**config.mk**
```make
export PLATFORM = sky130hd
export DESIGN_NAME = async_fifo_wr_arbiter
export DESIGN_NICKNAME = d
export VERILOG_FILES = /design/src/rtl/async_fifo_arb_pkg.sv /design/src/rtl/rr_picker.sv /design/src/rtl/async_fifo_wr_arbiter.sv
export SDC_FILE = /design/constraint.sdc
export NUM_CORES = 1
export LEC_CHECK = 0
export CORE_UTILIZATION = 35
export DETAILED_ROUTE_END_ITERATION = 10
export PLACE_DENSITY = 0.75
export SLEW_MARGIN = 20
export SYNTH_ARGS = -nofsm -noshare
export SYNTH_HDL_FRONTEND = slang
export SYNTH_SLANG_ARGS = --single-unit
```
**constraint.sdc**
```tcl
create_clock -name wr_clk -period 2.23 [get_ports wr_clk]
set_clock_uncertainty 0.2 [all_clocks]
set_input_delay 0.446 -clock wr_clk [delete_from_list [all_inputs] [get_ports wr_clk]]
set_output_delay 0.446 -clock wr_clk [all_outputs]
set_load 0.005 [all_outputs]
```
**src/rtl/async_fifo_arb_pkg.sv**
```systemverilog
// rtl/async_fifo_arb_pkg.sv - state encoding and round-robin search helper for the FIFO write arbiter
// Contents:
//   IDLE_ENC / BURST_ENC : arbiter state encodings
//   arb_state_t          : arbiter FSM state type
//   rr_next_idx          : round-robin search; returns {found, index}
package async_fifo_arb_pkg;

    localparam logic IDLE_ENC  = 1'b0;
    localparam logic BURST_ENC = 1'b1;

    typedef enum logic {
        IDLE  = IDLE_ENC,
        BURST = BURST_ENC
    } arb_state_t;

    // Widest requester vector the search helper supports.
    localparam int RR_MAX_REQ = 16;

    // Searches req starting one past ptr and wrapping modulo num_req, so the
    // index at ptr itself is examined last. Result bit 4 is the found flag,
    // bits 3:0 the winning index.
    function automatic logic [4:0] rr_next_idx(
        input logic [RR_MAX_REQ-1:0] req,
        input logic [3:0]            ptr,
        input int unsigned           num_req
    );
        logic [4:0] res;
        logic [3:0] idx;
        res = '0;
        for (int unsigned k = 1; k <= RR_MAX_REQ; k++) begin
            idx = 4'((32'(ptr) + k) % num_req);
            if (k <= num_req && !res[4] && req[idx]) begin
                res = {1'b1, idx};
            end
        end
        return res;
    endfunction

endpackage

```
**src/rtl/rr_picker.sv**
```systemverilog
// rtl/rr_picker.sv - combinational round-robin winner selection
// Ports:
//   req       in  NUM_REQ : request vector
//   start_ptr in  IDX_W   : last winner; search begins at start_ptr+1
//   found     out 1       : at least one request set
//   win_idx   out IDX_W   : index of the first request found
module rr_picker
    import async_fifo_arb_pkg::*;
#(
    parameter int NUM_REQ = 4,
    parameter int IDX_W   = $clog2(NUM_REQ)
) (
    input  logic [NUM_REQ-1:0] req,
    input  logic [IDX_W-1:0]   start_ptr,
    output logic               found,
    output logic [IDX_W-1:0]   win_idx
);

    logic [4:0] res;

    always_comb begin
        res = rr_next_idx(RR_MAX_REQ'(req), 4'(start_ptr), NUM_REQ);
    end

    assign found   = res[4];
    assign win_idx = IDX_W'(res[3:0]);

endmodule

```
**src/rtl/async_fifo_wr_arbiter.sv**
```systemverilog
// rtl/async_fifo_wr_arbiter.sv - round-robin burst arbiter sharing one async FIFO write port
// Optional feature macro: ASYNC_FIFO_WR_ARB_AFULL_THROTTLE_EN (new grants also wait for !fifo_afull)
// Ports:
//   wr_clk       in  1                  : write-domain clock
//   wr_rst       in  1                  : synchronous active-high reset
//   req_valid    in  NUM_REQ            : per-requester beat valid
//   req_data     in  NUM_REQ*DATA_WIDTH : requester i at [i*DATA_WIDTH +: DATA_WIDTH]
//   req_ready    out NUM_REQ            : beat accepted this cycle (owner only)
//   fifo_full    in  1                  : FIFO full
//   fifo_afull   in  1                  : FIFO almost full
//   fifo_wr_en   out 1                  : FIFO write enable
//   fifo_wr_data out DATA_WIDTH         : FIFO write data
//   grant        out NUM_REQ            : registered one-hot owner, zero when idle
//   busy         out 1                  : registered, high while a burst is owned
module async_fifo_wr_arbiter
    import async_fifo_arb_pkg::*;
#(
    parameter int NUM_REQ    = 4,
    parameter int DATA_WIDTH = 4,
    parameter int MAX_BURST  = 4
) (
    input  logic                          wr_clk,
    input  logic                          wr_rst,
    input  logic [NUM_REQ-1:0]            req_valid,
    input  logic [NUM_REQ*DATA_WIDTH-1:0] req_data,
    output logic [NUM_REQ-1:0]            req_ready,
    input  logic                          fifo_full,
    input  logic                          fifo_afull,
    output logic                          fifo_wr_en,
    output logic [DATA_WIDTH-1:0]         fifo_wr_data,
    output logic [NUM_REQ-1:0]            grant,
    output logic                          busy
);

    localparam int IDX_W = $clog2(NUM_REQ);
    localparam int CNT_W = $clog2(MAX_BURST + 1);
    localparam logic [CNT_W-1:0] LAST_BEAT = CNT_W'(MAX_BURST - 1);

    arb_state_t          state_q, state_d;
    logic [NUM_REQ-1:0]  grant_q, grant_d;
    logic [IDX_W-1:0]    grant_idx_q, grant_idx_d;
    logic [IDX_W-1:0]    rr_ptr_q, rr_ptr_d;
    logic [CNT_W-1:0]    beat_cnt_q, beat_cnt_d;

    logic                start_ok;
    logic                in_burst;
    logic                owner_valid;
    logic                acc;
    logic                burst_end;
    logic                pick_found;
    logic [IDX_W-1:0]    pick_idx;

`ifdef ASYNC_FIFO_WR_ARB_AFULL_THROTTLE_EN
    assign start_ok = !fifo_full && !fifo_afull;
`else
    logic unused_afull;
    assign unused_afull = fifo_afull;
    assign start_ok     = !fifo_full;
`endif

    assign in_burst    = (state_q == BURST);
    assign owner_valid = req_valid[grant_idx_q];
    // A beat never lands in a reset cycle, so the FIFO sees no write there.
    assign acc         = in_burst && owner_valid && !fifo_full && !wr_rst;
    assign burst_end   = in_burst && ((acc && (beat_cnt_q == LAST_BEAT)) || !owner_valid);

    // rr_ptr always holds the current/last owner, so the same picker serves
    // both the idle start and the zero-bubble hand-off with the owner last.
    rr_picker #(
        .NUM_REQ (NUM_REQ),
        .IDX_W   (IDX_W)
    ) u_rr_picker (
        .req       (req_valid),
        .start_ptr (rr_ptr_q),
        .found     (pick_found),
        .win_idx   (pick_idx)
    );

    always_comb begin
        state_d     = state_q;
        grant_d     = grant_q;
        grant_idx_d = grant_idx_q;
        rr_ptr_d    = rr_ptr_q;
        beat_cnt_d  = beat_cnt_q;
        if (!in_burst || burst_end) begin
            if (pick_found && start_ok) begin
                state_d     = BURST;
                grant_d     = NUM_REQ'(1) << pick_idx;
                grant_idx_d = pick_idx;
                rr_ptr_d    = pick_idx;
                beat_cnt_d  = '0;
            end else begin
                state_d    = IDLE;
                grant_d    = '0;
                beat_cnt_d = '0;
            end
        end else if (acc) begin
            beat_cnt_d = beat_cnt_q + CNT_W'(1);
        end
    end

    always_ff @(posedge wr_clk) begin
        if (wr_rst) begin
            state_q     <= IDLE;
            grant_q     <= '0;
            grant_idx_q <= '0;
            rr_ptr_q    <= IDX_W'(NUM_REQ - 1);
            beat_cnt_q  <= '0;
        end else begin
            state_q     <= state_d;
            grant_q     <= grant_d;
            grant_idx_q <= grant_idx_d;
            rr_ptr_q    <= rr_ptr_d;
            beat_cnt_q  <= beat_cnt_d;
        end
    end

    always_comb begin
        req_ready    = '0;
        fifo_wr_data = '0;
        for (int i = 0; i < NUM_REQ; i++) begin
            if (grant_idx_q == IDX_W'(i)) begin
                req_ready[i] = acc;
                fifo_wr_data = req_data[i*DATA_WIDTH +: DATA_WIDTH];
            end
        end
    end

    assign fifo_wr_en = acc;
    assign grant      = grant_q;
    assign busy       = in_burst;

endmodule

```
==> metrics.yaml <==
holdCritStartpoint: "grant[1]$_SDFFE_PP0P_"
end_kind: "output pin"
critPathRequiredTime_ns: 1.58
synth_cell_types: 31
die-width_um: 48.01
crit_fanout: 3
clk_pin_slew_ns: 0.08
wl_per_cell_um: 13.53
min_period_over_period: 1.050
fin_nets: 165
synth_warnings: 0
dp.cells: 154
tightest_slew_ns: 0.4153
status: "complete, but fails checks"
cts_buffers: 3
cts_hold_buf: 0
io_pins: 38
p_leak_nw: 0.5803
grt_pass1_vias: 698
synth.net_count: 104
maxCapViolCount: 0
setup_viol: 3
max_freq_mhz: 427.2
p_per_area_nw_per_um2: 459.8
min-delay-path-class: "reg2reg"
relSlewSlack: 0.7206
cts_num_sinks: 12
dr.pass1.iters: 4
min_period_ns: 2.341
cp-start-kind: "register"
fp-row-count: 16
power_mw: 0.6219
rsz0062_at_grt: "true"
regToRegSetupSlack_ns: 0.01
grt_max_degree: 10
start_util: 0.3737
fin_ws_ns: -0.1107
crit_type: "reg2out"
cts_buffer_depth: 2
synth-main-ff-cell: "dfxtp_1"
cp.arrival_ns: 1.69
design_area_um2: 1353
die_y_um: 48.01
grt_pass1_wl_um: 2918
cp-startpoint: "grant_idx_q[1]$_SDFFE_PP0P_"
hold_viol: 0
drc: 0
irDropWorstVdd_v: 0.0004772
cts-root-buf: "clkbuf_4"
hpwl_um: 1664
grt_usage: 0.1903
ys_async_sr_fraction: 0
coreArea_um2: 1982
avgSynthCellArea_um2: 9.496
h-tree-depth: 1
areaGrowthSynthToFinish_pct: 82.60
num_vias: 840
slew_viol_final: 0
place_area_um2: 1240
clock_latency_ns: 0.27
violations: "negative setup slack"
avgViaCountPerCell: 5.091
drive_above_1_share: 0.3768
synth_edf_count: 0
grt_overflow: 0
wl_um: 2233
ant_nets: 0
synth_area_um2: 740.7
postSynthCellCount: 78
yosysSeqAreaShare: 0.3243
gp_congestion: 0.7807
antenna_found_initial: 0
insertedDiodeCount: 0
die-area_um2: 2304
cts_tree: "done"
synth-seq-cells: 12
numPortBuffers: 36
timing.rr.start: "grant_idx_q[1]$_SDFFE_PP0P_"
dr.first_iter.drc_count: 15
fin_cells: 165
-- kinds of logic (layout without fill, tap and decap cells) --
kind of cell | Yosys count | in the layout | share of synthesized area
buffers and inverters | 9 | 69 | 0.05574
DFF | 12 | 12 | 0.3243
AOI/OAI and AO/OA | 20 | 20 | 0.1875
muxes | 6 | 6 | 0.1858
and+or+nand+nor | 29 | 29 | 0.2128
adders and majority gates | 2 | 2 | 0.03378
-- flip-flops by register name, indices dropped and copies added, names as in the netlist --
signal       cells
grant_idx_q      2
beat_cnt_q       3
busy             1
rr_ptr_q         2
grant            4
-- what timing repair did --
action                     4_1_cts  5_1_grt
setup buffers                    8        1
gates cloned                     0        0
setup endpoints to repair       14       11
gates resized for setup         48        9
pin swaps                        2        3
hold endpoints to repair         0        0
-- through the flow --
step / setup TNS (ns) / setup slack, ns / util / hold slack (ns)
floorplan: 0 / 0.01905 / - / 0.2558
global placement: -6.165 / -0.6927 / 0.6256 / 0.2526
detailed placement: -6.827 / -0.7597 / 0.6256 / 0.2467
CTS: -0.3709 / -0.09772 / 0.6787 / 0.2744
global route: -0.6172 / -0.1669 / 0.6824 / 0.2916
finish: -0.3139 / -0.1107 / 0.6824 / 0.2764
-- cell usage in the layout, fill, tap and decap left out, types with 4 or more instances in the layout --
master and count:
clkdlybuf4s50_1 22, inv_1 4, buf_4 22, a21oi_1 6, dfxtp_1 10, buf_2 4, clkdlybuf4s15_1 6, mux4_2 4
nor2_1 7, nor3_1 4
-- cell usage after synthesis, drive strengths merged (2+ instances only) --
library cell,count,area share
a21o,2,0.020
a21oi,7,0.047
a32o,2,0.027
buf,3,0.025
dfxtp,12,0.32
ha,2,0.034
inv,5,0.025
mux4,5,0.17
nand2,3,0.015
nand2b,4,0.034
nand3b,2,0.020
nor2,7,0.035
nor3,5,0.034
nor3b,3,0.030
o2bb2ai,2,0.024
-- critical path: stages (launching register included) --
cell and delay, ns:
dfxtp_2 0.34, mux4_2 0.51, nand3b_1 0.13, nand2b_4 0.15, inv_2 0.04, and3_4 0.14, buf_6 0.11
-- per-layer routing --
metal  global-route usage  part of all wire  up-vias
met5                    0                 0        -
met4               0.1000            0.0045        0
met3              0.03396             0.087        2
met1               0.1986              0.40      390
li1                     -                 -      411
met2               0.3568              0.51       37
-- final timing paths --
kind | endpoint | depth (start not counted)
hold / removal | grant[1]$_SDFFE_PP0P_ | 1
hold reg to reg | grant[1]$_SDFFE_PP0P_ | 1
setup / recovery | req_ready[3] | 6
setup reg to reg | grant[0]$_SDFFE_PP0P_ | 6
-- layout make-up --
class	count	area, um2
Timing Repair Buffer	60	518.0
Multi-Input combinational cell	57	503.0
Sequential cell	12	242.7
Tap cell	27	33.78
Inverter	5	18.77
Fill cell	156	629.4
Clock buffer	4	36.28
-- power breakdown --
group / switching, mW / internal, mW / total (mW)
Combinational: 0.0792 / 0.133 / 0.212
Clock: 0.0721 / 0.0993 / 0.171
Sequential: 0.0110 / 0.228 / 0.239
Note: power is estimated with default switching activity, not from simulation.
